File: src/rtl/id_ex_register_if.sv
// ID/EX boundary bundle: decoded ID fields, write-back port, pipeline control and registered EX view.
interface id_ex_register_if #(
  parameter int unsigned DATA_WIDTH     = 32,
  parameter int unsigned REG_ADDR_WIDTH = 5,
  parameter int unsigned COUNT_WIDTH    = 16
);
  logic                      id_valid;
  logic [REG_ADDR_WIDTH-1:0] id_read_register_1;
  logic [REG_ADDR_WIDTH-1:0] id_read_register_2;
  logic                      id_uses_rs;
  logic                      id_uses_rt;
  logic [DATA_WIDTH-1:0]     id_read_data_1;
  logic [DATA_WIDTH-1:0]     id_read_data_2;
  logic [REG_ADDR_WIDTH-1:0] id_write_register;
  logic [DATA_WIDTH-1:0]     id_immediate;
  logic [DATA_WIDTH-1:0]     id_pc_plus4;
  logic                      id_register_write;
  logic                      id_memory_read;
  logic                      id_memory_write;
  logic                      id_memory_to_register;
  logic                      id_alu_source;
  logic [3:0]                id_alu_op;

  logic                      wb_register_write;
  logic [REG_ADDR_WIDTH-1:0] wb_write_register;
  logic [DATA_WIDTH-1:0]     wb_write_data;

  logic                      ex_flush;
  logic                      ex_hold;

  logic                      ex_valid;
  logic [REG_ADDR_WIDTH-1:0] ex_read_register_1;
  logic [REG_ADDR_WIDTH-1:0] ex_read_register_2;
  logic [DATA_WIDTH-1:0]     ex_read_data_1;
  logic [DATA_WIDTH-1:0]     ex_read_data_2;
  logic [REG_ADDR_WIDTH-1:0] ex_write_register;
  logic [DATA_WIDTH-1:0]     ex_immediate;
  logic [DATA_WIDTH-1:0]     ex_pc_plus4;
  logic                      ex_register_write;
  logic                      ex_memory_read;
  logic                      ex_memory_write;
  logic                      ex_memory_to_register;
  logic                      ex_alu_source;
  logic [3:0]                ex_alu_op;

  logic                      hazard_stall;
  logic [COUNT_WIDTH-1:0]    bubble_count;

  modport master (
    output id_valid, id_read_register_1, id_read_register_2, id_uses_rs, id_uses_rt,
           id_read_data_1, id_read_data_2, id_write_register, id_immediate, id_pc_plus4,
           id_register_write, id_memory_read, id_memory_write, id_memory_to_register,
           id_alu_source, id_alu_op, wb_register_write, wb_write_register, wb_write_data,
           ex_flush, ex_hold,
    input  ex_valid, ex_read_register_1, ex_read_register_2, ex_read_data_1, ex_read_data_2,
           ex_write_register, ex_immediate, ex_pc_plus4, ex_register_write, ex_memory_read,
           ex_memory_write, ex_memory_to_register, ex_alu_source, ex_alu_op,
           hazard_stall, bubble_count
  );

  modport slave (
    input  id_valid, id_read_register_1, id_read_register_2, id_uses_rs, id_uses_rt,
           id_read_data_1, id_read_data_2, id_write_register, id_immediate, id_pc_plus4,
           id_register_write, id_memory_read, id_memory_write, id_memory_to_register,
           id_alu_source, id_alu_op, wb_register_write, wb_write_register, wb_write_data,
           ex_flush, ex_hold,
    output ex_valid, ex_read_register_1, ex_read_register_2, ex_read_data_1, ex_read_data_2,
           ex_write_register, ex_immediate, ex_pc_plus4, ex_register_write, ex_memory_read,
           ex_memory_write, ex_memory_to_register, ex_alu_source, ex_alu_op,
           hazard_stall, bubble_count
  );
endinterface

File: src/rtl/id_ex_register.sv
// ID/EX pipeline register with write-back bypass, load-use bubble insertion and a saturating bubble counter.
module id_ex_register #(
  parameter int unsigned DATA_WIDTH     = 32,
  parameter int unsigned REG_ADDR_WIDTH = 5,
  parameter int unsigned COUNT_WIDTH    = 16
) (
  input logic            clk,
  input logic            reset,
  id_ex_register_if.slave bus
);

  localparam logic [COUNT_WIDTH-1:0] COUNT_MAX = '1;

  logic                  hazard;
  logic                  update;
  logic                  take;
  logic                  bypass_1;
  logic                  bypass_2;
  logic [DATA_WIDTH-1:0] operand_1;
  logic [DATA_WIDTH-1:0] operand_2;

  // Load in EX whose destination is consumed by the instruction now in ID.
  always_comb begin
    hazard = bus.id_valid && bus.ex_valid && bus.ex_memory_read &&
             (bus.ex_write_register != '0) &&
             ((bus.id_uses_rs && (bus.ex_write_register == bus.id_read_register_1)) ||
              (bus.id_uses_rt && (bus.ex_write_register == bus.id_read_register_2)));
  end

  assign bus.hazard_stall = hazard;

  // RegisterFile commits on the same edge, so its read port still shows the old value.
  always_comb begin
    bypass_1  = bus.wb_register_write && (bus.wb_write_register != '0) &&
                (bus.wb_write_register == bus.id_read_register_1);
    bypass_2  = bus.wb_register_write && (bus.wb_write_register != '0) &&
                (bus.wb_write_register == bus.id_read_register_2);
    operand_1 = bypass_1 ? bus.wb_write_data : bus.id_read_data_1;
    operand_2 = bypass_2 ? bus.wb_write_data : bus.id_read_data_2;
  end

  // Hold only freezes when nothing stronger applies; anything but a clean capture is a bubble.
  always_comb begin
    update = reset || bus.ex_flush || !bus.ex_hold;
    take   = !reset && !bus.ex_flush && !hazard && bus.id_valid;
  end

  always_ff @(posedge clk) begin
    if (update) begin
      bus.ex_valid              <= take;
      bus.ex_read_register_1    <= take ? bus.id_read_register_1    : '0;
      bus.ex_read_register_2    <= take ? bus.id_read_register_2    : '0;
      bus.ex_read_data_1        <= take ? operand_1                 : '0;
      bus.ex_read_data_2        <= take ? operand_2                 : '0;
      bus.ex_write_register     <= take ? bus.id_write_register     : '0;
      bus.ex_immediate          <= take ? bus.id_immediate          : '0;
      bus.ex_pc_plus4           <= take ? bus.id_pc_plus4           : '0;
      bus.ex_register_write     <= take && bus.id_register_write;
      bus.ex_memory_read        <= take && bus.id_memory_read;
      bus.ex_memory_write       <= take && bus.id_memory_write;
      bus.ex_memory_to_register <= take && bus.id_memory_to_register;
      bus.ex_alu_source         <= take && bus.id_alu_source;
      bus.ex_alu_op             <= take ? bus.id_alu_op             : 4'h0;
    end
  end

  // Counts only bubbles caused by the hazard itself, never flush or hold cycles.
  always_ff @(posedge clk) begin
    if (reset) begin
      bus.bubble_count <= '0;
    end else if (!bus.ex_flush && !bus.ex_hold && hazard && (bus.bubble_count != COUNT_MAX)) begin
      bus.bubble_count <= bus.bubble_count + COUNT_WIDTH'(1);
    end
  end

endmodule

File: src/flat_wrapper.sv
// flat-port wrapper written by rule: the top's interface ports become plain ports
module id_ex_register_flat 
#(
  parameter int unsigned DATA_WIDTH     = 32,
  parameter int unsigned REG_ADDR_WIDTH = 5,
  parameter int unsigned COUNT_WIDTH    = 16
)
  (clk, reset, bus_id_valid, bus_id_read_register_1, bus_id_read_register_2, bus_id_uses_rs, bus_id_uses_rt, bus_id_read_data_1, bus_id_read_data_2, bus_id_write_register, bus_id_immediate, bus_id_pc_plus4, bus_id_register_write, bus_id_memory_read, bus_id_memory_write, bus_id_memory_to_register, bus_id_alu_source, bus_id_alu_op, bus_wb_register_write, bus_wb_write_register, bus_wb_write_data, bus_ex_flush, bus_ex_hold, bus_ex_valid, bus_ex_read_register_1, bus_ex_read_register_2, bus_ex_read_data_1, bus_ex_read_data_2, bus_ex_write_register, bus_ex_immediate, bus_ex_pc_plus4, bus_ex_register_write, bus_ex_memory_read, bus_ex_memory_write, bus_ex_memory_to_register, bus_ex_alu_source, bus_ex_alu_op, bus_hazard_stall, bus_bubble_count);
  id_ex_register_if #(.DATA_WIDTH(DATA_WIDTH), .REG_ADDR_WIDTH(REG_ADDR_WIDTH), .COUNT_WIDTH(COUNT_WIDTH)) bus_i ();
  input logic clk;
  input logic reset;
  input wire logic [$bits(bus_i.id_valid)-1:0] bus_id_valid;
  input wire logic [$bits(bus_i.id_read_register_1)-1:0] bus_id_read_register_1;
  input wire logic [$bits(bus_i.id_read_register_2)-1:0] bus_id_read_register_2;
  input wire logic [$bits(bus_i.id_uses_rs)-1:0] bus_id_uses_rs;
  input wire logic [$bits(bus_i.id_uses_rt)-1:0] bus_id_uses_rt;
  input wire logic [$bits(bus_i.id_read_data_1)-1:0] bus_id_read_data_1;
  input wire logic [$bits(bus_i.id_read_data_2)-1:0] bus_id_read_data_2;
  input wire logic [$bits(bus_i.id_write_register)-1:0] bus_id_write_register;
  input wire logic [$bits(bus_i.id_immediate)-1:0] bus_id_immediate;
  input wire logic [$bits(bus_i.id_pc_plus4)-1:0] bus_id_pc_plus4;
  input wire logic [$bits(bus_i.id_register_write)-1:0] bus_id_register_write;
  input wire logic [$bits(bus_i.id_memory_read)-1:0] bus_id_memory_read;
  input wire logic [$bits(bus_i.id_memory_write)-1:0] bus_id_memory_write;
  input wire logic [$bits(bus_i.id_memory_to_register)-1:0] bus_id_memory_to_register;
  input wire logic [$bits(bus_i.id_alu_source)-1:0] bus_id_alu_source;
  input wire logic [$bits(bus_i.id_alu_op)-1:0] bus_id_alu_op;
  input wire logic [$bits(bus_i.wb_register_write)-1:0] bus_wb_register_write;
  input wire logic [$bits(bus_i.wb_write_register)-1:0] bus_wb_write_register;
  input wire logic [$bits(bus_i.wb_write_data)-1:0] bus_wb_write_data;
  input wire logic [$bits(bus_i.ex_flush)-1:0] bus_ex_flush;
  input wire logic [$bits(bus_i.ex_hold)-1:0] bus_ex_hold;
  output wire logic [$bits(bus_i.ex_valid)-1:0] bus_ex_valid;
  output wire logic [$bits(bus_i.ex_read_register_1)-1:0] bus_ex_read_register_1;
  output wire logic [$bits(bus_i.ex_read_register_2)-1:0] bus_ex_read_register_2;
  output wire logic [$bits(bus_i.ex_read_data_1)-1:0] bus_ex_read_data_1;
  output wire logic [$bits(bus_i.ex_read_data_2)-1:0] bus_ex_read_data_2;
  output wire logic [$bits(bus_i.ex_write_register)-1:0] bus_ex_write_register;
  output wire logic [$bits(bus_i.ex_immediate)-1:0] bus_ex_immediate;
  output wire logic [$bits(bus_i.ex_pc_plus4)-1:0] bus_ex_pc_plus4;
  output wire logic [$bits(bus_i.ex_register_write)-1:0] bus_ex_register_write;
  output wire logic [$bits(bus_i.ex_memory_read)-1:0] bus_ex_memory_read;
  output wire logic [$bits(bus_i.ex_memory_write)-1:0] bus_ex_memory_write;
  output wire logic [$bits(bus_i.ex_memory_to_register)-1:0] bus_ex_memory_to_register;
  output wire logic [$bits(bus_i.ex_alu_source)-1:0] bus_ex_alu_source;
  output wire logic [$bits(bus_i.ex_alu_op)-1:0] bus_ex_alu_op;
  output wire logic [$bits(bus_i.hazard_stall)-1:0] bus_hazard_stall;
  output wire logic [$bits(bus_i.bubble_count)-1:0] bus_bubble_count;
  assign bus_i.id_valid = bus_id_valid;
  assign bus_i.id_read_register_1 = bus_id_read_register_1;
  assign bus_i.id_read_register_2 = bus_id_read_register_2;
  assign bus_i.id_uses_rs = bus_id_uses_rs;
  assign bus_i.id_uses_rt = bus_id_uses_rt;
  assign bus_i.id_read_data_1 = bus_id_read_data_1;
  assign bus_i.id_read_data_2 = bus_id_read_data_2;
  assign bus_i.id_write_register = bus_id_write_register;
  assign bus_i.id_immediate = bus_id_immediate;
  assign bus_i.id_pc_plus4 = bus_id_pc_plus4;
  assign bus_i.id_register_write = bus_id_register_write;
  assign bus_i.id_memory_read = bus_id_memory_read;
  assign bus_i.id_memory_write = bus_id_memory_write;
  assign bus_i.id_memory_to_register = bus_id_memory_to_register;
  assign bus_i.id_alu_source = bus_id_alu_source;
  assign bus_i.id_alu_op = bus_id_alu_op;
  assign bus_i.wb_register_write = bus_wb_register_write;
  assign bus_i.wb_write_register = bus_wb_write_register;
  assign bus_i.wb_write_data = bus_wb_write_data;
  assign bus_i.ex_flush = bus_ex_flush;
  assign bus_i.ex_hold = bus_ex_hold;
  assign bus_ex_valid = bus_i.ex_valid;
  assign bus_ex_read_register_1 = bus_i.ex_read_register_1;
  assign bus_ex_read_register_2 = bus_i.ex_read_register_2;
  assign bus_ex_read_data_1 = bus_i.ex_read_data_1;
  assign bus_ex_read_data_2 = bus_i.ex_read_data_2;
  assign bus_ex_write_register = bus_i.ex_write_register;
  assign bus_ex_immediate = bus_i.ex_immediate;
  assign bus_ex_pc_plus4 = bus_i.ex_pc_plus4;
  assign bus_ex_register_write = bus_i.ex_register_write;
  assign bus_ex_memory_read = bus_i.ex_memory_read;
  assign bus_ex_memory_write = bus_i.ex_memory_write;
  assign bus_ex_memory_to_register = bus_i.ex_memory_to_register;
  assign bus_ex_alu_source = bus_i.ex_alu_source;
  assign bus_ex_alu_op = bus_i.ex_alu_op;
  assign bus_hazard_stall = bus_i.hazard_stall;
  assign bus_bubble_count = bus_i.bubble_count;
  id_ex_register #(.DATA_WIDTH(DATA_WIDTH), .REG_ADDR_WIDTH(REG_ADDR_WIDTH), .COUNT_WIDTH(COUNT_WIDTH)) u_core (.clk(clk), .reset(reset), .bus(bus_i));
endmodule
File: config.mk
export PLATFORM = sky130hd
export DESIGN_NAME = id_ex_register_flat
export DESIGN_NICKNAME = d
export VERILOG_FILES = /design/src/rtl/id_ex_register_if.sv /design/src/rtl/id_ex_register.sv /design/src/flat_wrapper.sv
export SDC_FILE = /design/constraint.sdc
export NUM_CORES = 1
export LEC_CHECK = 0
export CAP_MARGIN = 40
export CELL_PAD_IN_SITES_DETAIL_PLACEMENT = 2
export CELL_PAD_IN_SITES_GLOBAL_PLACEMENT = 2
export CORE_ASPECT_RATIO = 1.4
export CORE_MARGIN = 1
export CORE_UTILIZATION = 27
export DETAILED_ROUTE_END_ITERATION = 16
export PLACE_DENSITY_LB_ADDON = 0.1
export SYNTH_ARGS = -nofsm -noshare
export SYNTH_HDL_FRONTEND = slang
export SYNTH_SLANG_ARGS = --single-unit
File: constraint.sdc
create_clock -name clk -period 9.24 [get_ports clk]
set_input_delay 1.848 -clock clk [delete_from_list [all_inputs] [get_ports clk]]
set_output_delay 1.848 -clock clk [all_outputs]
set_load 0.02 [all_outputs]
==> results of run 1 <==
kinds of logic (layout without fill, tap and decap cells):
group / count (synthesis) / in the layout / share of synthesized area (%)
adder cells (fa/ha/maj): 1 / 1 / 0.170
flip-flops: 169 / 169 / 66.9
buffers and inverters: 31 / 410 / 1.99
AO/OA/AOI/OAI: 37 / 37 / 3.54
other: 0 / 3 / 0
AND/OR/NAND/NOR: 217 / 217 / 16.3
XOR/XNOR: 20 / 20 / 2.38
multiplexers: 64 / 64 / 8.71
per-stage QoR:
stage | instance area [um2] | hold WS [ps] | utilization, %
finish | 12000 | 538 | 44.8
floorplan | 7350 | 571 | -
CTS | 12000 | 541 | 44.8
detailed placement | 11400 | 531 | 42.7
global route | 12000 | 582 | 44.8
global placement | 11400 | 504 | 42.5
state kept, by name, indices dropped and copies added, names as in the netlist:
signal / count
u_core.bus.ex_memory_to_register: 1
u_core.bus.ex_register_write: 1
u_core.bus.ex_read_data_1: 32
u_core.bus.ex_read_register_1: 5
u_core.bus.ex_write_register: 5
u_core.bus.ex_alu_source: 1
u_core.bus.ex_immediate: 32
u_core.bus.ex_read_data_2: 32
u_core.bus.ex_valid: 1
u_core.bus.ex_pc_plus4: 32
u_core.bus.ex_memory_write: 1
u_core.bus.ex_read_register_2: 5
u_core.bus.ex_memory_read: 1
u_core.bus.ex_alu_op: 4
u_core.bus.bubble_count: 16
tightest hold or removal path, delay by kind of cell, from the launching register on:
family	cells	cell delay [ps]
AO/OA/AOI/OAI	2	150
flip-flops	1	350
worst max-delay path by stage:
| stage | end | from | slack (ps) | cells past startpoint |
|---|---|---|---|---|
| 6_report | bus_hazard_stall | bus_id_read_register_1[2] | 3340 | 7 |
| 3_3_place_gp | bus_hazard_stall | bus_id_read_register_1[2] | 3370 | 7 |
| 5_1_grt | bus_hazard_stall | bus_id_read_register_1[2] | 3220 | 7 |
| 2_1_floorplan | u_core.bus.ex_alu_op[0] | bus_ex_flush | 3440 | 2 |
| 3_5_place_dp | bus_hazard_stall | bus_id_read_register_1[2] | 3340 | 7 |
| 4_1_cts | bus_hazard_stall | bus_id_read_register_1[2] | 3340 | 7 |
power by group through the flow:
stage          combinational (mW)  clock (mW)  sequential, mW
2_1_floorplan              0.0509           0           0.965
3_3_place_gp                0.299           0           0.905
3_5_place_dp                0.307           0           0.907
4_1_cts                     0.309       0.727           0.892
5_1_grt                     0.320       0.752           0.895
6_report                    0.304       0.704           0.890
metal layers:
layer  global-route usage [%]  part of all wire (%)  vias to the layer above
li1                         -                     -                     2689
met1                     18.6                    34                     2836
met2                     38.2                    56                      226
met3                     7.05                   7.8                       29
met4                     7.69                   2.1                        0
met5                        0                     0                        -
cell type report:
type / instances / area, um2
tap: 365 / 457
clock inverter: 10 / 95.1
fill: 2727 / 14800
clock buffer: 22 / 474
timing repair buffer: 374 / 3760
multi-input combinational: 339 / 2310
sequential: 169 / 4910
antenna: 3 / 7.51
inverter: 4 / 15.0
placed cells by master, fill, tap and decap left out, types with 4 or more instances in the layout:
cell | Yosys | final
clkdlybuf4s50_1 | 0 | 366
edfxtp_1 | 153 | 153
and2_1 | 89 | 89
nor2_1 | 70 | 70
mux2i_1 | 64 | 64
clkbuf_16 | 0 | 17
dfxtp_1 | 16 | 16
xor2_1 | 12 | 12
nand3_1 | 12 | 12
a21oi_1 | 10 | 10
xnor2_1 | 8 | 8
or3_1 | 8 | 8
nand2_1 | 8 | 7
o21ai_0 | 7 | 7
or4_1 | 6 | 6
buf_4 | 0 | 6
nand4_1 | 5 | 5
and3_1 | 4 | 4
or2_2 | 4 | 4
==> impl_metrics.json, run 1 <==
{
  "routedWlPerCell_um": 21.1,
  "worstHoldPathCells": 2,
  "cp_top_family": "buffers and inverters",
  "postSynthAreaPerCell_um2": 13.6,
  "design.portCount": 367,
  "switching_share_pct": 24.5,
  "power.internal_mw": 1.43,
  "total_power_mw": 1.90,
  "p_seq_share_pct": 46.9,
  "r2r_slack_ps": 5690,
  "first_pass_iters": 4,
  "place_inst": 1251,
  "root_buffer": "clkbuf_16",
  "clkLatencyLatePin_ps": 430,
  "ys_types": 42,
  "holdCritPathClass": "reg -> reg",
  "cts_tree": "built",
  "synth_top_area_cell": "edfxtp_1",
  "rr_endpoint": "u_core.bus.ex_immediate[28]",
  "synth-seq-area-share_pct": 66.9,
  "worst_r2r_path_depth": 9,
  "crit_chain": "clkdlybuf4s50_1 -> xor2_1 -> nor4_2 -> a32oi_2 -> buf_4 -> nor2_1 -> clkdlybuf4s50_1",
  "setup_viol": 0,
  "gp_congestion": 0.819,
  "cp_num_buf_inv": 3,
  "die_h_um": 197,
  "period_share_pct": 63.8,
  "power_density_nw_per_um2": 158,
  "syn_to_final_growth_pct": 63.6,
  "ant_nets": 0,
  "htreeDepth": 4,
  "relSlewSlack_pct": 44.0,
  "syn_nets": 737,
  "critPathSlowestCell": "clkdlybuf4s50_1",
  "slowest_delay_ps": 610,
  "grt_usage_pct": 19.7,
  "yosys.area.top_type_share_pct": 62.5,
  "remaining_drc_errors": 0,
  "cp.required_ps": 7390,
  "die_w_um": 141,
  "hp-start": "u_core.bus.bubble_count[15]",
  "setup_tns_ps": 0,
  "synth.top_cells.by_count": "153 x edfxtp_1, 89 x and2_1, 70 x nor2_1, 64 x mux2i_1, 17 x buf_2",
  "nets": 1103,
  "io_buffers": 366,
  "core_um2": 26800,
  "hold_buffers": 0,
  "p_comb_share_pct": 16.0,
  "leakagePower_nw": 4.31,
  "rows": 71,
  "ir_drop_v": 0.000129,
  "antenna_found_initial": 4,
  "drtIter0Drc": 209,
  "status": "finished clean",
  "initial_utilization_pct": 27.4,
  "arrival_ps": 4050,
  "synth-edff-count": 153,
  "crit_type": "in -> out",
  "async_reset_ff_share_pct": 0,
  "dp_hpwl_mm": 20.5,
  "hold_end": "u_core.bus.bubble_count[15]",
  "grt_overflow": 0,
  "cp-end-kind": "output pin",
  "setup_ws_ps": 3340,
  "slew_viol_final": 0,
  "dieArea_um2": 27900,
  "dp_slack_ps": 3340,
  "synthTopCellsByArea": "edfxtp_1 63%, mux2i_1 8.7%, and2_1 7.6%",
  "cpMostUsedCell": "clkdlybuf4s50_1",
  "layoutNonFillerInstCount": 1286,
  "synth_ff_type": "edfxtp_1",
  "p_clk_share_pct": 37.1,
  "cts-resized-gates": 0,
  "tightest_slew_ps": 840,
  "syn-instance-count": 539,
  "cts_num_sinks": 169,
  "synth_most_common_cell": "edfxtp_1",
  "rsz0062_at_grt": "no",
  "worstPathMaxFanout": 34,
  "period_minus_slack_ps": 5900,
  "wirelength_mm": 27.2,
  "grt_pass1_wl_mm": 40.1,
  "clkTransAtPathRegs_ps": 70,
  "finClkSkew_ps": 12.1,
  "timing.rr.start": "u_core.bus.ex_write_register[2]",
  "grt_pass1_vias": 6702,
  "cts-buffers-inserted": 17,
  "synth_area_um2": 7350,
  "yosys_warnings": 0,
  "final-hold-violation-count": 0,
  "fmax_mhz": 170,
  "grt_max_degree": 69,
  "yosys_register_bits": 169,
  "startpoint_type": "input pin",
  "drive_gt1_share_pct": 5.45,
  "netSwitchingPower_mw": 0.465,
  "cts.path.max_buffers": 2,
  "post_cts_buffers": 0,
  "vias_per_cell": 4.49,
  "vias": 5780,
  "maxCapViolations": 0
}
No activity file was read; power rests on OpenSTA's default activity.
==> inputs of run 2 (changes only) <==
- CORE_UTILIZATION: 27 -> 25
- clock period: 9.24 -> 5.53 ns (I/O delays scaled with it)
==> impl_metrics.json, run 2 (synthesis gave the netlist of run 1 again) <==
{
  "nets": 1102,
  "status": "finished clean",
  "cpMostUsedCell": "clkdlybuf4s50_1",
  "dieArea_um2": 30100,
  "setup_tns_ps": 0,
  "cts.path.max_buffers": 2,
  "routedWlPerCell_um": 20.6,
  "power_density_nw_per_um2": 270,
  "crit_chain": "clkdlybuf4s50_1 -> xor2_1 -> nor4_2 -> a32oi_2 -> buf_4 -> nor2_1 -> clkdlybuf4s50_1",
  "core_um2": 28700,
  "remaining_drc_errors": 0,
  "startpoint_type": "input pin",
  "setup_viol": 0,
  "cp_top_family": "buffers and inverters",
  "io_buffers": 366,
  "cts-buffers-inserted": 17,
  "switching_share_pct": 23.6,
  "root_buffer": "clkbuf_16",
  "cts-resized-gates": 0,
  "fmax_mhz": 224,
  "first_pass_iters": 6,
  "layoutNonFillerInstCount": 1296,
  "highest_layer": "met4",
  "critPathSlowestCell": "clkdlybuf4s50_1",
  "setup_ws_ps": 1070,
  "cts_tree": "built",
  "drive_gt1_share_pct": 5.02,
  "grt_overflow": 0,
  "route.met3.wl_mm": 1.83,
  "ant_nets": 0,
  "relSlewSlack_pct": 53.6,
  "vias_per_cell": 4.47,
  "wl_met2_mm": 14.7,
  "stdcell_area_um2": 12100,
  "dp_hpwl_mm": 20.4,
  "die_w_um": 147,
  "final_common_cell": "clkdlybuf4s50_1",
  "cts_num_sinks": 169,
  "initial_utilization_pct": 25.6,
  "num-fill-cells": 2936,
  "dp_slack_ps": 1050,
  "slowest_delay_ps": 620,
  "leakagePower_nw": 4.32,
  "post_cts_buffers": 0,
  "cp-end-kind": "output pin",
  "arrival_ps": 3350,
  "drtIter0Drc": 194,
  "hold_buffers": 0,
  "holdCritPathClass": "reg -> reg",
  "clkTransAtPathRegs_ps": 60,
  "place_inst": 1260,
  "final_cell_mix": "366 x clkdlybuf4s50_1, 153 x edfxtp_1, 89 x and2_1, 70 x nor2_1, 64 x mux2i_1",
  "vias": 5793,
  "maxCapViolations": 0,
  "slew_viol_final": 0,
  "p_seq_share_pct": 45.7,
  "p_clk_share_pct": 38.8,
  "crit_type": "in -> out",
  "syn_to_final_growth_pct": 64.1,
  "grt_pass1_wl_mm": 39.7,
  "die_h_um": 205,
  "antenna_found_initial": 3,
  "ir_drop_v": 0.000211,
  "rows": 73,
  "power.internal_mw": 2.49,
  "wl_met1_mm": 9.25,
  "place_area_um2": 11400,
  "p_comb_share_pct": 15.5,
  "grt_pass1_vias": 6702,
  "gp_congestion": 0.764,
  "design.portCount": 367,
  "period_share_pct": 80.6,
  "htreeDepth": 4,
  "finClkSkew_ps": 9.63,
  "worstPathMaxFanout": 34,
  "clkLatencyLatePin_ps": 440,
  "final-hold-violation-count": 0,
  "netSwitchingPower_mw": 0.767,
  "rsz0062_at_grt": "no",
  "cp_num_buf_inv": 3,
  "grt_max_degree": 67,
  "grt_usage_pct": 17.9,
  "period_minus_slack_ps": 4460,
  "tightest_slew_ps": 694,
  "wirelength_mm": 26.7,
  "cp.required_ps": 4420
}
==> run 2: layer usage <==
layer | track usage, % | vias up
li1 | - | 2693
met5 | 0 | -
met4 | 9.24 | 0
met3 | 5.81 | 47
met2 | 33.3 | 229
met1 | 17.7 | 2824
==> run 2: stage by stage <==
stage	utilization (%)	power, mW	hold slack [ps]
final	42.1	3.25	529
after global routing	42.1	3.38	558
after CTS	42.0	3.31	533
after detailed placement	39.9	2.03	521
after global placement	39.8	2.02	504
after floorplan	-	1.70	571
==> run 2: tightest hold or removal path, cell delays in order (launching register included) <==
cell and delay [ps]:
dfxtp_1 340, o31ai_1 80, a21oi_1 60
==> run 2: power by group through the flow <==
stage / clock network, mW / registers (mW) / logic (mW)
global route: 1.35 / 1.49 / 0.532
detailed placement: 0 / 1.52 / 0.510
floorplan: 0 / 1.61 / 0.0850
finish: 1.26 / 1.49 / 0.503
global placement: 0 / 1.51 / 0.503
CTS: 1.31 / 1.49 / 0.513
==> run 2: final cells by class <==
type / instances / area [um2] / area share, %
Timing Repair Buffer: 373 / 3740 / 31.0
Inverter: 4 / 15.0 / 0.124
Clock buffer: 18 / 429 / 3.56
Tap cell: 375 / 469 / 3.89
Antenna cell: 4 / 10.0 / 0.0830
Clock inverter: 14 / 178 / 1.47
Sequential cell: 169 / 4910 / 40.7
Multi-Input combinational cell: 339 / 2310 / 19.1
==> run 2: path summary, 6_finish.rpt <==
| path | endpoint | from | slack, ps | depth (start not counted) |
|---|---|---|---|---|
| hold / removal | u_core.bus.bubble_count[15] | u_core.bus.bubble_count[15] | 530 | 2 |
| hold reg to reg | u_core.bus.bubble_count[15] | u_core.bus.bubble_count[15] | 530 | 2 |
| setup / recovery | bus_hazard_stall | bus_id_read_register_1[2] | 1070 | 7 |
| setup reg to reg | u_core.bus.ex_read_data_1[7] | u_core.bus.ex_write_register[1] | 2750 | 7 |
